--- src/rtl/div_pkg.sv ---
// Shared definitions for the sequential restoring divider: FSM state
// encodings, the iteration-counter width helper and the default operand width.
package div_pkg;

  localparam int DEFAULT_WIDTH = 4;

  typedef enum logic [2:0] {
    ST_IDLE   = 3'd0,
    ST_INIT   = 3'd1,
    ST_SHIFT  = 3'd2,
    ST_TEST   = 3'd3,
    ST_FINISH = 3'd4
  } state_t;

  function automatic int cnt_width(input int w);
    return $clog2(w + 1);
  endfunction

endpackage

--- src/rtl/seq_divider_ctrl.sv ---
// Controller FSM for the restoring divider: sequences INIT, SHIFT/TEST pairs
// and FINISH, and emits the datapath enables plus the busy/done handshake.
module seq_divider_ctrl
  import div_pkg::*;
(
  input  logic clk,
  input  logic rst_n,
  input  logic start,
  input  logic i_last,
  input  logic r_ge_d,
  input  logic d_zero,
  output logic load,
  output logic shift,
  output logic sub,
  output logic dec,
  output logic publish,
  output logic busy,
  output logic done
);

  state_t state;
  state_t state_next;

  // State register
  always_ff @(posedge clk or negedge rst_n) begin
    if (!rst_n) begin
      state <= ST_IDLE;
    end else begin
      state <= state_next;
    end
  end

  // Next-state logic; unknown encodings fall back to IDLE
  always_comb begin
    state_next = ST_IDLE;
    case (state)
      ST_IDLE: begin
        if (start) begin
          state_next = ST_INIT;
        end else begin
          state_next = ST_IDLE;
        end
      end
      ST_INIT: begin
        if (d_zero) begin
          state_next = ST_FINISH;
        end else begin
          state_next = ST_SHIFT;
        end
      end
      ST_SHIFT: state_next = ST_TEST;
      ST_TEST: begin
        if (i_last) begin
          state_next = ST_FINISH;
        end else begin
          state_next = ST_SHIFT;
        end
      end
      ST_FINISH: state_next = ST_IDLE;
      default:   state_next = ST_IDLE;
    endcase
  end

  // Output decode; publish fires on the edge that enters FINISH so results
  // are already visible while done is high
  always_comb begin
    load    = 1'b0;
    shift   = 1'b0;
    sub     = 1'b0;
    dec     = 1'b0;
    publish = 1'b0;
    busy    = 1'b0;
    done    = 1'b0;
    case (state)
      ST_IDLE: begin
        busy = 1'b0;
      end
      ST_INIT: begin
        busy    = 1'b1;
        load    = 1'b1;
        publish = d_zero;
      end
      ST_SHIFT: begin
        busy  = 1'b1;
        shift = 1'b1;
      end
      ST_TEST: begin
        busy    = 1'b1;
        dec     = 1'b1;
        sub     = r_ge_d;
        publish = i_last;
      end
      ST_FINISH: begin
        done = 1'b1;
      end
      default: begin
        busy = 1'b0;
      end
    endcase
  end

endmodule

--- src/rtl/seq_divider.sv ---
// Sequential restoring divider datapath (shift-subtract) with start/busy/done
// handshake. Define SIGNED_DIV_EN for two's-complement operands.
module seq_divider
  import div_pkg::*;
#(
  parameter int WIDTH = DEFAULT_WIDTH
) (
  input  logic             clk,
  input  logic             rst_n,
  input  logic             start,
  input  logic [WIDTH-1:0] dividend_in,
  input  logic [WIDTH-1:0] divisor_in,
  output logic             busy,
  output logic             done,
  output logic             div_by_zero,
  output logic [WIDTH-1:0] quotient,
  output logic [WIDTH-1:0] remainder
);

  localparam int CW = cnt_width(WIDTH);

  logic [WIDTH:0]   r;
  logic [WIDTH-1:0] q;
  logic [WIDTH-1:0] d;
  logic [CW-1:0]    i;
  logic             load, shift, sub, dec, publish;
  logic             i_last, r_ge_d, d_zero;
  logic [WIDTH:0]   r_diff;
  logic [WIDTH-1:0] q_fin, r_fin, quo_next, rem_next, dvd_mag, dvs_mag;
`ifdef SIGNED_DIV_EN
  logic             sign_q, sign_r;
`endif

  assign i_last = (i == CW'(1));
  assign r_ge_d = (r >= {1'b0, d});
  assign r_diff = r - {1'b0, d};
  assign d_zero = (divisor_in == '0);

  // Operand conditioning and final result formation (includes the last TEST step)
  always_comb begin
    q_fin = {q[WIDTH-1:1], r_ge_d};
    if (r_ge_d) begin
      r_fin = r_diff[WIDTH-1:0];
    end else begin
      r_fin = r[WIDTH-1:0];
    end
`ifdef SIGNED_DIV_EN
    dvd_mag  = dividend_in[WIDTH-1] ? (~dividend_in + WIDTH'(1)) : dividend_in;
    dvs_mag  = divisor_in[WIDTH-1]  ? (~divisor_in + WIDTH'(1))  : divisor_in;
    quo_next = sign_q ? (~q_fin + WIDTH'(1)) : q_fin;
    rem_next = sign_r ? (~r_fin + WIDTH'(1)) : r_fin;
`else
    dvd_mag  = dividend_in;
    dvs_mag  = divisor_in;
    quo_next = q_fin;
    rem_next = r_fin;
`endif
  end

  // Working registers: partial remainder, quotient/dividend shifter, divisor, count
  always_ff @(posedge clk or negedge rst_n) begin
    if (!rst_n) begin
      r <= '0;
      q <= '0;
      d <= '0;
      i <= '0;
    end else if (load) begin
      r <= '0;
      q <= dvd_mag;
      d <= dvs_mag;
      i <= CW'(WIDTH);
    end else if (shift) begin
      {r, q} <= {r[WIDTH-1:0], q, 1'b0};
    end else if (dec) begin
      if (sub) begin
        r <= r_diff;
        q <= {q[WIDTH-1:1], 1'b1};
      end else begin
        r <= r;
      end
      i <= i - CW'(1);
    end else begin
      r <= r;
    end
  end

`ifdef SIGNED_DIV_EN
  // Result sign bookkeeping captured alongside the operands
  always_ff @(posedge clk or negedge rst_n) begin
    if (!rst_n) begin
      sign_q <= 1'b0;
      sign_r <= 1'b0;
    end else if (load) begin
      sign_q <= dividend_in[WIDTH-1] ^ divisor_in[WIDTH-1];
      sign_r <= dividend_in[WIDTH-1];
    end else begin
      sign_q <= sign_q;
      sign_r <= sign_r;
    end
  end
`endif

  // Published results; publish together with load means a zero divisor
  always_ff @(posedge clk or negedge rst_n) begin
    if (!rst_n) begin
      quotient    <= '0;
      remainder   <= '0;
      div_by_zero <= 1'b0;
    end else if (publish && load) begin
      quotient    <= '1;
      remainder   <= dividend_in;
      div_by_zero <= 1'b1;
    end else if (publish) begin
      quotient    <= quo_next;
      remainder   <= rem_next;
    end else if (load) begin
      div_by_zero <= 1'b0;
    end else begin
      div_by_zero <= div_by_zero;
    end
  end

  seq_divider_ctrl u_ctrl (
    .clk     (clk),
    .rst_n   (rst_n),
    .start   (start),
    .i_last  (i_last),
    .r_ge_d  (r_ge_d),
    .d_zero  (d_zero),
    .load    (load),
    .shift   (shift),
    .sub     (sub),
    .dec     (dec),
    .publish (publish),
    .busy    (busy),
    .done    (done)
  );

endmodule

--- config.mk ---
export PLATFORM = sky130hd
export DESIGN_NAME = seq_divider
export DESIGN_NICKNAME = d
export VERILOG_FILES = /design/src/rtl/div_pkg.sv /design/src/rtl/seq_divider_ctrl.sv /design/src/rtl/seq_divider.sv
export SDC_FILE = /design/constraint.sdc
export NUM_CORES = 1
export LEC_CHECK = 0
export ABC_AREA = 1
export CAP_MARGIN = 25
export CORE_AREA = 2 2 63 65
export DETAILED_ROUTE_END_ITERATION = 8
export DIE_AREA = 0 0 65 67
export HOLD_SLACK_MARGIN = 0.06
export PLACE_DENSITY = 0.66
export SETUP_SLACK_MARGIN = 0.1
export SLEW_MARGIN = 5
export SYNTH_ARGS = -nofsm -noshare
export SYNTH_HDL_FRONTEND = slang
export SYNTH_HIERARCHICAL = 1
export SYNTH_SLANG_ARGS = --single-unit
export TNS_END_PERCENT = 10
--- constraint.sdc ---
create_clock -name clk -period 5.1 [get_ports clk]
set_input_delay 1.53 -clock clk [delete_from_list [all_inputs] [get_ports clk]]
set_output_delay 1.53 -clock clk [all_outputs]
set_load 0.005 [all_outputs]
==> run metrics, run 1 <==
core area=3606 um^2; number of CTS-inserted buffers=3; CP max FO=7; clk_skew=0.003603 ns; Hold Crit Class=reg -> reg; dominant synthesized flop cell=dfrtp_1; first-pass GRT wire length=5968 um; RSZ-0062 raised after global routing=false; GPL Wtd Cong=0.8153; Yosys top cell by area=dfrtp_1; final antenna-violating net count=0; Buf+Inv Stages, Crit Path=3; Clock Root Buffer=clkbuf_8; VDD IR-drop max=0.3010 mV; reg-to-reg setup timing slack=3.00 ns; syn_nets=227; post-DP HPWL=2516 um; ys async rst share=1.000; initial antenna violation count=0; synthesized area=1612 um^2; Max Freq=317.7 MHz; CP required=5.31 ns; synth top area cells=dfrtp_1 43%, nand2_1 13%, inv_1 8.6%; endpoints failing setup=0; reg2reg start=r[3]$_DFFE_PN0P_; Longest Clk Path Bufs=2; register area share after synthesis=0.4348; final core occ=0.5409; CP most frequent cell=nand2_1; worst skew pair latency=0.27 ns; largest net degree at the start of global routing=29; hold_buf cts=0; post-synth top area share=0.4348; outcome=finished clean; Die W=65 um; YS warnings=6; CTS tree=yes; worst slew pin tran=0.5477 ns; vias in the first global route=1,362; max-cap violation count=0; Critical Path Max Stage Delay=0.42 ns; Final Slew Violations=0; Critical Path, Cell by Cell=clkdlybuf4s50_1 -> nor4_1 -> nand2_1 -> nand2_1 -> inv_1 -> nor2_4 -> inv_1 -> nor2_1 -> a21oi_1 -> nand2_1; Ports=22; Worst Reg2Reg Path Length in Cells=12; hold path start=div_by_zero$_DFFE_PN0P_; Area after DPL=1868 um^2; routed len/inst=11.83 um; antenna diode count=0; layout overhead on the synthesized area=21.04%; via count=1,321; Vert. Die Dim=67 um; drt total wl=3324 um; Period minus WS final=3.148 ns; share of layout cells above drive strength 1=0.09442; DR vias/cell=4.701; FF-to-FF End=r[2]$_DFFE_PN0P_; CP endpoint kind=register; EDFF count, synth=0; crit path kind=in -> reg; Post-CTS Resized=0; Starting Density=0.4469; cell leakage power=0.0009863 uW; Hold Crit Endpoint=div_by_zero$_DFFE_PN0P_; post-CTS setup buffer count=0; grt ovf=0; final net count=252; startpoint types=input port; Sink Count=28; DRC=0; synth unique cells=28; flops & latches, synth=28; Setup TNS=0 ns; All-Layer GR Usage=0.1772; period utilization=0.6172; Crit-path slowest cell=clkdlybuf4s50_1; Die Area=4355 um^2; CP arrival=3.36 ns; clock transition at the registers of the reported paths=0.10 ns; Top delay family on crit path=simple AND/OR/NAND/NOR gates; CTS H-tree lvls=1; Post-Syn Instances=209; WHS Path Cells=2; PD cells=699.5 nW/um^2; number of port buffers=21; row cnt=22; Fin. Hold Viols=0; syn avg cell area=7.711 um^2; Slew HR=0.6329; Design Area, Final=1951 um^2; Initial DRT Pass Iterations=4; initial DRC count=89
==> flip-flops by register name, summed over array words and instances (netlist names) <==
name	flops
div_by_zero	1
quotient	4
d	4
remainder	4
u_ctrl/state	3
r	5
q	4
i	3
==> worst max-delay path by stage <==
stage,startpoint,endpoint,slack (ns),cells past startpoint
6_report,divisor_in[1],remainder[3]$_DFFE_PN0P_,1.95,10
5_1_grt,divisor_in[1],remainder[3]$_DFFE_PN0P_,1.72,10
4_1_cts,divisor_in[1],remainder[3]$_DFFE_PN0P_,1.90,10
3_5_place_dp,divisor_in[1],quotient[0]$_DFFE_PN0P_,1.61,9
3_3_place_gp,divisor_in[1],quotient[0]$_DFFE_PN0P_,1.67,9
2_1_floorplan,divisor_in[1],quotient[0]$_DFFE_PN0P_,2.39,8
==> layer usage <==
metal / wire length (um) / share of wire / GRT usage / up-vias
met4: 24 / 0.0072 / 0.05585 / 0
li1: - / - / - / 705
met3: 109 / 0.033 / 0.02365 / 2
met5: 0 / 0 / 0 / -
met1: 1660 / 0.50 / 0.2409 / 589
met2: 1530 / 0.46 / 0.2925 / 25
==> final cells by class <==
class | count | area, um^2
Clock inverter | 1 | 30.03
Clock buffer | 3 | 41.29
Inverter | 41 | 153.9
Timing Repair Buffer | 23 | 229.0
Sequential cell | 28 | 700.7
Multi-Input combinational cell | 137 | 735.7
Fill cell | 345 | 1655
Tap cell | 48 | 60.06
==> cell usage in the layout (no fill, tap or decap), types with 2 or more instances in the layout <==
cell type / count
clkdlybuf4s50_1: 21
clkbuf_8: 3
nand3_1: 16
a21oi_2: 2
nor2_4: 3
nor2_1: 12
a21oi_1: 8
nand2_4: 2
inv_1: 37
o21ai_1: 2
nand2_2: 2
inv_2: 4
dfrtp_1: 28
nand2_1: 55
o21ai_0: 14
o22ai_1: 3
o221ai_1: 2
ha_1: 6
==> cell usage after synthesis (3+ instances only) <==
| cell | count |
|---|---|
| nand2_1 | 55 |
| inv_1 | 37 |
| dfrtp_1 | 28 |
| nand3_1 | 16 |
| o21ai_0 | 14 |
| nor2_1 | 12 |
| a21oi_1 | 8 |
| ha_1 | 6 |
| inv_2 | 4 |
| nor2_4 | 3 |
| o22ai_1 | 3 |
==> tightest hold or removal path, stage by stage, from the launching register on <==
cell and delay [ns]:
dfrtp_1 0.36, nand2_1 0.05, nand2_1 0.05
==> where the power goes <==
part	total [uW]	switching [uW]	internal, uW
logic	803	485	318
registers	388	63.6	324
clock network	173	68.4	105
==> logic make-up after synthesis <==
kind of cell / Yosys count / synth area share
DFF: 28 / 0.4348
adders and majority gates: 7 / 0.05901
buffers and inverters: 44 / 0.1087
AOI/OAI and AO/OA: 33 / 0.1172
and+or+nand+nor: 97 / 0.2803
==> metrics by stage <==
stage	cells	hold slack (ns)	power (uW)	worst slack (ns)
after global placement	276	0.4588	1169	1.672
after floorplan	209	0.4459	968.3	2.392
after detailed placement	276	0.4660	1180	1.613
final	281	0.4850	1364	1.952
after CTS	280	0.4879	1356	1.903
after global routing	281	0.5218	1510	1.721
Note: power is estimated with default switching activity, not from simulation.
==> run 2, diff against run 1 <==
==> constraint.sdc (replaced) <==
create_clock -name clk -period 3.2 [get_ports clk]
set_input_delay 0.96 -clock clk [delete_from_list [all_inputs] [get_ports clk]]
set_output_delay 0.96 -clock clk [all_outputs]
set_load 0.005 [all_outputs]
==> run metrics, run 2 (same netlist as run 1, synthesis figures left out) <==
core area=3606 um^2; register area=700.7 um^2; max-cap violation count=0; Sink Count=28; Ports=22; largest net degree at the start of global routing=29; clk_skew=0.005569 ns; fin cells=281; Die Area=4355 um^2; Post-CTS Resized=0; multi-input gate area in the final layout=735.7 um^2; GPL Wtd Cong=0.8506; post-DP HPWL=2522 um; initial antenna violation count=0; outcome=finished clean; layout overhead on the synthesized area=20.81%; hold_buf cts=0; vias in the first global route=1,291; max reg flops=5; Hold Crit Class=reg -> reg; Total Power=2154 uW; Period minus WS final=2.589 ns; number of port buffers=21; via count=1,344; commonest non-fill, non-tap cell in the layout=nand2_1; RSZ-0062 raised after global routing=false; endpoints failing setup=0; final net count=252; post-CTS setup buffer count=0; period utilization=0.8091; Initial DRT Pass Iterations=4; cell leakage power=0.0009854 uW; CP max FO=7; DRC=0; All-Layer GR Usage=0.1682; Clock Root Buffer=clkbuf_8; Fin. Hold Viols=0; most frequent cells in the layout=55 x nand2_1, 37 x inv_1, 28 x dfrtp_1; CP arrival=2.81 ns; Starting Density=0.4469; crit path kind=in -> reg; initial DRC count=80; CTS tree=yes; cell count after placement=277; Fillers=329; drt total wl=3293 um; VDD IR-drop max=0.5661 mV; final worst-path setup slack=0.6108 ns; Top reg by flops=r; row cnt=22; worst slew pin tran=0.4194 ns; Setup TNS=0 ns; antenna diode count=0; Vert. Die Dim=67 um; PD cells=1106 nW/um^2; CTS H-tree lvls=1; number of CTS-inserted buffers=3; final antenna-violating net count=0; CP endpoint kind=register; Longest Clk Path Bufs=2; Max Freq=386.2 MHz; Setup WS pre-CTS=0.3151 ns; hold_ws=0.4811 ns; worst skew pair latency=0.27 ns; routed len/inst=11.72 um; Die W=65 um; first-pass GRT wire length=5616 um; Slew HR=0.7201; CP required=3.42 ns; DR vias/cell=4.783; Final Slew Violations=0; share of layout cells above drive strength 1=0.09442; grt ovf=0; clock transition at the registers of the reported paths=0.10 ns; startpoint types=input port
==> run 2: through the flow <==
stage	utilization	cell area, um^2
final	0.5399	1947
after global routing	0.5399	1947
after CTS	0.5399	1947
after detailed placement	0.5201	1876
after global placement	0.5201	1876
after floorplan	-	1612
==> run 2: final timing paths <==
check,from,end,depth (start not counted),slack (ns)
setup reg to reg,r[3]$_DFFE_PN0P_,r[3]$_DFFE_PN0P_,12,1.13
hold reg to reg,div_by_zero$_DFFE_PN0P_,div_by_zero$_DFFE_PN0P_,2,0.48
setup / recovery,divisor_in[1],remainder[3]$_DFFE_PN0P_,10,0.61
max in group asynchronous,rst_n,u_ctrl/state[1]$_DFF_PN0_,2,1.86
min in group asynchronous,rst_n,quotient[0]$_DFFE_PN0P_,2,1.06
hold / removal,div_by_zero$_DFFE_PN0P_,div_by_zero$_DFFE_PN0P_,2,0.48
==> run 2: worst max-delay path, cell delays in order <==
cell and delay (ns):
clkdlybuf4s50_1 0.42, nor4_1 0.41, nand2_1 0.13, nand2_1 0.21, inv_1 0.18, nor2_4 0.18, inv_1 0.07, nor2_1 0.10
a21oi_1 0.07, nand2_1 0.06
==> run 2: where the power goes <==
group	internal (uW)	switching, uW
Clock	167	111
Combinational	502	752
Sequential	517	104
==> run 2: cell type report <==
type	count	share of cell area
clock buffers	3	0.02121
repair buffers	23	0.1157
well taps	48	0.03085
inverters	41	0.07905
flip-flops and latches	28	0.3599
clock inverters	1	0.01542
multi-input cells	137	0.3779
==> run 2: per-layer routing <==
| metal | GRT usage | routed length [um] | up-vias |
|---|---|---|---|
| met2 | 0.2887 | 1537 | 22 |
| li1 | - | - | 707 |
| met3 | 0.02196 | 107 | 4 |
| met4 | 0.05851 | 29 | 0 |
| met5 | 0 | 0 | - |
| met1 | 0.2176 | 1618 | 611 |
